File: config.mk
export PLATFORM = sky130hd
export DESIGN_NAME = seg7_scan_driver
export DESIGN_NICKNAME = d
export VERILOG_FILES = /design/src/rtl/seg7_scan_driver.sv
export SDC_FILE = /design/constraint.sdc
export NUM_CORES = 1
export LEC_CHECK = 0
export ABC_AREA = 1
export CAP_MARGIN = 25
export CORE_ASPECT_RATIO = 1.5
export CORE_MARGIN = 2
export CORE_UTILIZATION = 25
export CTS_BUF_LIST = sky130_fd_sc_hd__clkbuf_8 sky130_fd_sc_hd__clkbuf_16
export DETAILED_ROUTE_END_ITERATION = 8
export PLACE_DENSITY = 0.42
export SYNTH_ARGS = -nofsm -noshare
export SYNTH_HDL_FRONTEND = slang
export SYNTH_SLANG_ARGS = --single-unit
File: constraint.sdc
create_clock -name clk -period 1.78 [get_ports clk]
set_clock_uncertainty 0.05 [all_clocks]
set_input_delay 0.178 -clock clk [delete_from_list [all_inputs] [get_ports clk]]
set_output_delay 0.178 -clock clk [all_outputs]
set_load 0.01 [all_outputs]
File: src/rtl/seg7_scan_driver.sv
// Four-digit common-anode seven-segment scan driver.
// The shadow register takes new digits at any time; the display register copies it only at frame boundaries.
module seg7_scan_driver #(
    parameter int REFRESH_TICKS = 100000
) (
    input  logic        clk,
    input  logic        reset,
    input  logic [15:0] digits,
    input  logic        load,
    input  logic        blank_lz,
    input  logic [3:0]  dp_en,
    output logic [3:0]  an,
    output logic [6:0]  seg,
    output logic        dp,
    output logic        frame_done
);

    localparam int TW = (REFRESH_TICKS > 1) ? $clog2(REFRESH_TICKS) : 1;
    localparam logic [TW-1:0] TICK_MAX = TW'(REFRESH_TICKS - 1);

    logic [TW-1:0] tick_q;
    logic [1:0]    idx_q;
    logic [1:0]    idx_d;
    logic [15:0]   shadow_q;
    logic [15:0]   display_q;
    logic          wrap;
    logic          frame_wrap;
    logic [3:0]    cur_digit;
    logic [3:0]    lz;
    logic [3:0]    an_d;
    logic [6:0]    seg_d;
    logic          dp_d;

    function automatic logic [6:0] decode(input logic [3:0] d);
        case (d)
            4'd0:    decode = 7'b1000000;
            4'd1:    decode = 7'b1111001;
            4'd2:    decode = 7'b0100100;
            4'd3:    decode = 7'b0110000;
            4'd4:    decode = 7'b0011001;
            4'd5:    decode = 7'b0010010;
            4'd6:    decode = 7'b0000010;
            4'd7:    decode = 7'b1111000;
            4'd8:    decode = 7'b0000000;
            4'd9:    decode = 7'b0010000;
            default: decode = 7'b0111111;
        endcase
    endfunction

    assign wrap       = (tick_q == TICK_MAX);
    assign frame_wrap = wrap && (idx_q == 2'd3);

    always_ff @(posedge clk or negedge reset) begin
        if (!reset) begin
            tick_q <= '0;
        end else if (wrap) begin
            tick_q <= '0;
        end else begin
            tick_q <= tick_q + 1'b1;
        end
    end

    // Scan state register: which digit is currently selected.
    always_ff @(posedge clk or negedge reset) begin
        if (!reset) begin
            idx_q <= 2'd0;
        end else begin
            idx_q <= idx_d;
        end
    end

    always_comb begin
        idx_d = idx_q;
        if (wrap) begin
            idx_d = idx_q + 2'd1;
        end
    end

    // Display copies the pre-edge shadow, so a load on the wrap edge waits one more frame.
    always_ff @(posedge clk or negedge reset) begin
        if (!reset) begin
            shadow_q  <= 16'h0000;
            display_q <= 16'h0000;
        end else begin
            if (load) begin
                shadow_q <= digits;
            end
            if (frame_wrap) begin
                display_q <= shadow_q;
            end
        end
    end

    always_comb begin
        cur_digit = display_q[{idx_q, 2'b00} +: 4];
        lz[3]     = (display_q[15:12] == 4'd0);
        lz[2]     = lz[3] && (display_q[11:8] == 4'd0);
        lz[1]     = lz[2] && (display_q[7:4] == 4'd0);
        lz[0]     = 1'b0;
        an_d      = ~(4'b0001 << idx_q);
        dp_d      = ~dp_en[idx_q];
        seg_d     = decode(cur_digit);
        if (blank_lz && lz[idx_q]) begin
            seg_d = 7'b1111111;
        end
    end

    // Pins register the decoded view of the current idx, so anode and segments change together.
    always_ff @(posedge clk or negedge reset) begin
        if (!reset) begin
            an         <= 4'b1110;
            seg        <= 7'b1000000;
            dp         <= 1'b1;
            frame_done <= 1'b0;
        end else begin
            an         <= an_d;
            seg        <= seg_d;
            dp         <= dp_d;
            frame_done <= frame_wrap;
        end
    end

endmodule
== Word level (Yosys, flattened, before mapping) ==
Memories as Yosys holds them, arrays and structs flattened.
Cells that the tools add are included.
Word-level totals
  bits in registers: 64
  bits in latches: 0
  memory bits (writable): 0
  memory bits (read-only): 112
  input port bits: 24
  output and inout bits: 13
  word-level logic and storage cells: 31
  memories: 1
Memories
  (no name shown): depth 16, width 7, rd ports 1, clocked after memory_dff 0, write ports 0, line 35  | case (d)
Operators by class
  $add $sub $neg: 2
  $mul: 0
  divide/modulo/power cells: 0
  magnitude comparators: 1
  equality and inequality tests: 2
  shifts and indexed selects: 2
  multiplexer cells: 6
  bitwise gates (word level): 2
  reduce and logical (&&, ||, !) cells: 7
Operator list (count)
  17-bit by 1-bit adder with 17-bit output, second input constant: 1
  17-bit equality test, second input constant: 1
  17-bit two-way mux: 1
  16-bit by 5-bit indexed part select with 4-bit output: 1
  4-bit zero test: 3
  7-bit two-way mux: 1
  1-bit binary-select mux with 2-bit select: 2
  1-bit logical AND: 4
  4-bit inverter: 1
  1-bit by 2-bit left shift with 4-bit output, first input constant: 1
  2-bit by 3-bit less-than comparator with 1-bit output, second input constant: 1
  2-bit by 1-bit adder with 2-bit output, second input constant: 1
  2-bit equality test, second input constant: 1
  1-bit two-way mux: 2
  1-bit inverter: 1

== Depth between registers and ports, before layout ==
Gate-level depths: netlist of the first run.
  depth after elaboration: 7
  mapped depth: 11
  gate-level depth less buffers: 10

== Worst setup path after synthesis of the first run ==
Ideal clock, no wire load.
  path kind: register to register
  start: reg idx_q[0]
  end: reg seg[3]
  library setup time: 0.131 ns
  data arrival time: 1.436 ns
  data required time: 1.599 ns
  path slack: 0.163 ns
  stages on the path, launching flop included: 10
  buffers on the path: 1
  clock period less this slack: 1.617 ns
  path through: dfrtp_1 -> inv_1 -> buf_2 -> nand2_1 -> nand3_1 -> nand2_1 -> ha_1 -> nand3_1 -> nand3_1 -> nand3_1
Between the ends
  longest elaborated chain between the ends: 4
  elaborated cells between the ends (all ways): 6
  classes of those cells: shift (1); mux (3); reduce/logical (1); memory (1)
Ends and longest elaborated chain
  from (decl): line 22  | logic [1:0] idx_q;
  from (signal assigned): line 68  | idx_q <= idx_d;
  branches (longest 3 deep; another with memory 16 x 7 bit)
  7-bit two-way mux *: line 103  | if (blank_lz && lz[idx_q]) begin
  net seg_d[3]: line 31  | logic [6:0] seg_d;
  to (signal assigned): line 117  | seg <= seg_d;
  to (decl): line 13  | output logic [6:0] seg,
Mark *: on every way through the listed nets, which the timed path passes. The select of a mux whose other input is x is not followed.
A chain may end at the register's enable or synchronous reset.

== Worst setup path after layout of the first run ==
  start: reg idx_q[0]
  end: reg seg[5]
The elaborated chain is that of the path after synthesis.

==> results by group, run 1 <==
Timing
  – Worst slew pin tran: 0.491 ns
  – Final Max Tran Viols: 0
  – F_max: between 0.6 and 0.7 GHz
  – Final setup TNS: 0 ns
  – Final setup fails: 0
  – RSZ-0062 raised after global routing: false
  – Tmin final: 1.61 ns
  – Crit share post-route: 0.906
  – Slew HR: 0.672
  – Final hold vios: 0

Floorplan
  – Core Region: 0.0120 sq mm
  – DIE AREA: 0.0131 sq mm
  – Die Y: 139 um
  – Starting Density: 0.256
  – I/O pin count: 37
  – Rows: 49
  – Die width: 94.3 um

Setup path
  – Largest stage delay, worst path: approximately 0.37 ns
  – Crit start category: flop
  – CP Data Required Time: 1.94 ns
  – Crit path depth: 10
  – Crit path capture: seg[5]
  – CP max stage cell: dfrtp_1
  – Critical path class: flop to flop
  – Worst reg2reg path depth: 10
  – Worst-path fanout max: 12
  – R2r endpoint: seg[5]
  – Cell family with most CP delay: simple AND/OR/NAND/NOR gates
  – Critical path endpoint category: flop
  – Worst Path Arrival: 1.77 ns
  – CP Buf/Inv Count: 3
  – Most used cell, CP: nand3_1
  – Critical path cell sequence: buf_4, nand2_1, nand3_1, nand2_1, inv_1, ha_1, inv_1, nand3_1, nand3_1, nand3_1
  – CP startpoint: idx_q[0]
  – Worst flop-to-flop path startpoint: idx_q[0]
  – FF-to-FF setup slack: 0.17 ns

Place
  – I/O Buffers: 36
  – Routability cong.: 0.797
  – Hpwl dp: 4880 um

Detailed routing
  – Routed Antenna Nets: 0
  – Vias per cell: 4.36
  – DR pass1 iterations: 6
  – Total vias in the final route: 2365
  – Routed Wire Length: 6700 um
  – DRT iter0 DRCs: 98
  – DRC Markers: 0
  – Per-cell routed wire length: 12.3 um

Finish
  – Inserted Diodes: 0
  – Layout cells sized above 1: 0.154
  – Nets: 419
  – FILL cells: approximately 1300
  – Area added between synthesis and finish: 30.5%

CTS
  – # H-tree levels: 3
  – Clock Tree Root: clkbuf_16
  – CTS Buffer Depth: 2
  – Sink Count: 64
  – Clock Latency Late Sink: 0.34 ns
  – Cts bufs inserted: 9
  – # Post-CTS Setup Buffers: 0
  – CTS tree: done
  – Clk slew on worst S/H paths: 0.05 ns

Power
  – Total chip power: 3.54 mW
  – Max rail drop VDD: roughly 460 uV
  – Power per cell area: 888 mW/mm^2
  – Leak: 1.94 nW

Global routing
  – Initial antenna violation count: 0
  – Vias in the first global route: around 2400
  – Overflow after GRT: 0
  – Largest net degree at the start of global routing: 65
  – GRT Total Usage: 0.117
  – First-pass GRT wire length: 11800 um

Worst hold path
  – Hold Path Class: input pin to async pin

Synth
  – Ys Warns: 0
  – Top-area cell type share of the netlist area: 0.483
  – Synth cell count leaders: 88 x nand2_1, 59 x dfrtp_1, 32 x nand3_1, 32 x nor2_1, 31 x inv_1
  – Yosys cell types: 24
  – Synthesized area per cell: 9.15 sq um
  – Register bit total from synthesis: 64
  – Synth async-reset ratio: 1.00
  – Leading area contributor after synthesis: dfrtp_1
  – Most common cell in the synthesized netlist: nand2_1
  – Post-Synthesis Cell Area: between 0.003 and 0.004 sq mm
  – Sequential share of the synthesized area: 0.526
  – Synthesized Nets: 368
  – Post-synth EDFFs: 0
  – Gate Count Post-Synth: 334
  – Leading post-synthesis cells by cell area: dfrtp_1 48%, nand2_1 11%, mux2_2 5.9%, nand3_1 5.2%, dfstp_2 4.3%
  – Main synth FF type: dfrtp_1

Job
  – Max cap viols: 0

Outcome
  – Status: finished, final reports clean
sequential cells by signal (all words and copies together), names as in the netlist:
register and count:
dp 1, shadow_q 16, an 4, display_q 16
tick_q 17, frame_done 1, idx_q 2, seg 7
stage by stage:
stage          utilization  setup slack [ns]  cells  hold slack [ns]  area (sq um)
2_1_floorplan            -             0.163    334           -0.168          3060
3_3_place_gp         0.306             0.192    526            0.174          3660
3_5_place_dp         0.306             0.144    526            0.175          3660
4_1_cts              0.334             0.137    543            0.360          3990
5_1_grt              0.334            0.0217    543            0.390          3990
6_report             0.334             0.167    543            0.328          3990
cell type report:
type                            count  area (sq um)  area share
Tap cell                          153           191      0.0480
Clock inverter                      6          82.6      0.0207
Timing Repair Buffer               49           468       0.117
Inverter                           34           128      0.0320
Sequential cell                    64          1610       0.403
Clock buffer                       10           239      0.0599
Multi-Input combinational cell    227          1270       0.319
worst min path at each step:
| stage | startpoint | cells after the start | slack (ns) | to |
|---|---|---|---|---|
| 2_1_floorplan | reset | 0 | -0.17 | an[0] |
| 3_3_place_gp | reset | 2 | 0.17 | tick_q[15] |
| 3_5_place_dp | reset | 2 | 0.18 | tick_q[15] |
| 4_1_cts | reset | 3 | 0.36 | tick_q[14] |
| 5_1_grt | reset | 3 | 0.39 | tick_q[14] |
| 6_report | reset | 3 | 0.33 | tick_q[11] |
logic make-up after synthesis:
kind of cell,share of synthesized area
compound gates,0.0188
buf+inv,0.0581
flops,0.526
simple gates,0.271
mux,0.0589
xor+xnor,0.0258
fa+ha+maj,0.0409
layout by cell type (no fill, tap or decap):
master           instances
nand2_1                 87
dfrtp_1                 59
clkdlybuf4s50_1         35
nand3_1                 32
nor2_1                  32
inv_1                   31
nand4_1                 21
mux2_2                  16
buf_4                   11
ha_1                    10
xor2_1                   9
clkbuf_16                9
o21ai_0                  5
dfstp_2                  5
inv_2                    3
nand2_2                  3
nor3_1                   3
a21oi_1                  3
clkinv_2                 3
nor2_4                   2
bufinv_16                2
nor2_8                   1
o21bai_1                 1
a32o_1                   1
nand3_4                  1
clkinvlp_4               1
clkbuf_8                 1
dlygate4sd3_1            1
buf_2                    1
buf_12                   1
report_power, final:
| group | total (mW) | switching [mW] | internal (mW) | leakage, nW |
|---|---|---|---|---|
| logic | 0.139 | 0.0531 | 0.0854 | 0.960 |
| clock network | 1.89 | 0.635 | 1.25 | 0.158 |
| registers | 1.52 | 0.0203 | 1.50 | 0.826 |
routing by layer:
layer | up-vias | GRT usage | wire length (um)
li1 | 1193 | - | -
met1 | 1112 | 0.140 | 2960
met2 | 46 | 0.184 | 3220
met3 | 14 | 0.0336 | 277
met4 | 0 | 0.0694 | 246
met5 | - | 0 | 0
worst min-delay path: cells and delay by family:
kind	cells	cell delay [ns]
buf+inv	3	0.92
timing repair:
item / CTS / global route
hold buffers: 1 / 0
endpoints found under the setup margin: 0 / 1
hold endpoints to repair: 59 / 0
gates resized for setup: 0 / 1
(Power assumes the default switching activity.)
==> inputs of run 2 (changes only) <==
CORE_UTILIZATION = 45   (was 25)
PLACE_DENSITY = 0.67   (was 0.42)
SLEW_MARGIN = 20   (was not set)
==> results by group, run 2 (synthesized netlist as in run 1, its figures left out) <==
Detailed routing
  – Routed Antenna Nets: 0 (unchanged)
  – DRC Markers: 0 (unchanged)
  – Per-cell routed wire length: 12.3 um (about the same)
  – DR pass1 iterations: 4 (was 6)
  – Vias per cell: 5.03 (was 4.36)
  – DRT iter0 DRCs: 156 (was 98)
  – Total vias in the final route: 2339 (was 2365)
  – Routed Wire Length: 5740 um (was 6700 um)

Finish
  – Most common library cell in the layout ignoring fill and taps: nand2_1 (unchanged)
  – Multi-input logic area: 0.00128 sq mm (was 0.00127 sq mm)
  – Inserted Diodes: 0 (unchanged)
  – FILL cells: 589 (was 1282)
  – Area added between synthesis and finish: 24.2% (was 30.5%)
  – Largest Register: tick_q (unchanged)
  – Layout cells sized above 1: 0.154 (about the same)
  – Sequential cell area: 0.00161 sq mm (about the same)
  – Most frequent cells in the layout: 86 x nand2_1, 58 x dfrtp_1, 35 x clkdlybuf4s50_1 (was 87 x nand2_1, 59 x dfrtp_1, 35 x clkdlybuf4s50_1)
  – Max FFs per register: 17 (unchanged)
  – Leading registers by flop count: tick_q: 17 flops, display_q: 16 flops, shadow_q: 16 flops (unchanged)
  – Nets: 418 (was 419)

Timing
  – Hold WS: 0.267 ns (was 0.328 ns)
  – RSZ-0062 raised after global routing: false (unchanged)
  – Tmin final: 1.61 ns (about the same)
  – Crit share post-route: 0.902 (was 0.906)
  – Worst slew pin tran: 0.438 ns (was 0.491 ns)
  – Fin worst setup slack: 0.174 ns (was 0.167 ns)
  – Final Max Tran Viols: 0 (unchanged)
  – Slew HR: 0.707 (was 0.672)
  – F_max: 0.623 GHz (was 0.620 GHz)
  – Final setup TNS: 0 ns (unchanged)
  – Final hold vios: 0 (unchanged)
  – Final setup fails: 0 (unchanged)

CTS
  – Clock Latency Late Sink: 0.34 ns (about the same)
  – CTS tree: done (unchanged)
  – # Post-CTS Setup Buffers: 0 (unchanged)
  – Clock Tree Root: clkbuf_8 (was clkbuf_16)
  – # H-tree levels: 3 (unchanged)
  – CTS Buffer Depth: 2 (unchanged)
  – Cts bufs inserted: 9 (unchanged)
  – Clk slew on worst S/H paths: 0.06 ns (was 0.05 ns)
  – Sink Count: 64 (unchanged)

Power
  – Leak: 1.90 nW (was 1.94 nW)
  – Max rail drop VDD: 547 uV (was 459 uV)
  – Combinational share of power: 0.046 (was 0.039)
  – Switch share: 0.195 (was 0.200)
  – Clock Power Share: 0.453 (was 0.533)
  – Flop pwr share: 0.501 (was 0.428)
  – Switch Pwr: 0.588 mW (was 0.708 mW)
  – Power per cell area: 796 mW/mm^2 (was 888 mW/mm^2)
  – Internal: 2.43 mW (was 2.84 mW)

Place
  – DP Worst Slack: 0.0822 ns (was 0.144 ns)
  – I/O Buffers: 36 (unchanged)
  – Hpwl dp: 4370 um (was 4880 um)
  – Routability cong.: 0.818 (was 0.797)

Setup path
  – Worst flop-to-flop path startpoint: idx_q[1] (was idx_q[0])
  – Crit start category: flop (unchanged)
  – Most used cell, CP: nand3_1 (unchanged)
  – Worst-path fanout max: 10 (was 12)
  – Critical path endpoint category: flop (unchanged)
  – Largest stage delay, worst path: 0.46 ns (was 0.37 ns)
  – Critical path class: flop to flop (unchanged)
  – CP max stage cell: dfrtp_1 (unchanged)
  – CP Data Required Time: 1.94 ns (about the same)
  – CP startpoint: idx_q[1] (was idx_q[0])
  – Worst Path Arrival: 1.77 ns (about the same)
  – Critical path cell sequence: inv_4, nand3_1, nand2_2, inv_1, ha_1, inv_1, nand3_1, nand3_1, nand3_1 (was buf_4, nand2_1, nand3_1, nand2_1, inv_1, ha_1, inv_1, nand3_1, nand3_1, nand3_1)

Global routing
  – Largest net degree at the start of global routing: 34 (was 65)
  – Overflow after GRT: 0 (unchanged)
  – First-pass GRT wire length: 10400 um (was 11800 um)
  – Initial antenna violation count: 0 (unchanged)
  – GRT Total Usage: 0.177 (was 0.117)
  – Vias in the first global route: 2345 (was 2413)

Floorplan
  – I/O pin count: 37 (unchanged)
  – Die Y: 105 um (was 139 um)
  – DIE AREA: 0.00748 sq mm (was 0.0131 sq mm)
  – Core Region: 0.00653 sq mm (was 0.0120 sq mm)
  – Starting Density: 0.468 (was 0.256)
  – Die width: 71.3 um (was 94.3 um)
  – Rows: 36 (was 49)

Job
  – Max cap viols: 0 (unchanged)

Outcome
  – Status: finished, final reports clean (unchanged)

Worst hold path
  – Hold Path Class: input pin to async pin (unchanged)
[run 2: repair_timing]
item / CTS / global route
hold endpoints to repair: 16 / 0
hold buffers: 1 / 0
endpoints found under the setup margin: 0 / 7
resized for setup: 0 / 5
[run 2: worst paths after layout]
path,endpoint,slack [ns],cells after the start
hold reg to reg,tick_q[0],0.43,1
setup / recovery,seg[5],0.17,9
max in group asynchronous,an[3],0.79,3
setup reg to reg,seg[5],0.17,9
min in group clk,shadow_q[7],0.40,2
hold / removal,shadow_q[0],0.27,2
[run 2: per-layer routing]
metal  part of all wire  track usage  vias to the layer above  wire (um)
li1                   -            -                     1197          -
met1               0.42        0.215                     1072       2440
met2               0.50        0.284                       55       2860
met3              0.047       0.0473                       15        269
met4              0.031       0.0903                        0        178
met5                  0            0                        -          0
[run 2: worst max-delay path, delay by kind of cell, from the launching register on]
family	cells	cell delay, ns
adders and majority gates	1	0.20
buffers and inverters	3	0.28
DFF	1	0.46
and+or+nand+nor	5	0.49
[run 2: final cells by class]
| class | instances | share of cell area |
|---|---|---|
| flip-flops and latches | 64 | 0.424 |
| multi-input cells | 227 | 0.336 |
| repair buffers | 48 | 0.121 |
| clock buffers | 11 | 0.0399 |
| inverters | 34 | 0.0343 |
| well taps | 76 | 0.0251 |
| clock inverters | 5 | 0.0191 |
[run 2: stage by stage]
stage	power, mW	cells	instance area, sq um	utilization
after floorplan	1.58	334	3060	-
after global placement	1.67	448	3550	0.544
after detailed placement	1.68	448	3550	0.544
after CTS	3.07	465	3790	0.580
after global routing	3.15	465	3790	0.581
final	3.02	465	3790	0.581
[run 2: power groups by stage]
stage / Clock, mW / Sequential [mW] / Combinational, mW
CTS: 1.42 / 1.51 / 0.143
floorplan: 0 / 1.53 / 0.0468
finish: 1.37 / 1.51 / 0.139
global placement: 0 / 1.54 / 0.137
detailed placement: 0 / 1.54 / 0.141
global route: 1.48 / 1.52 / 0.154
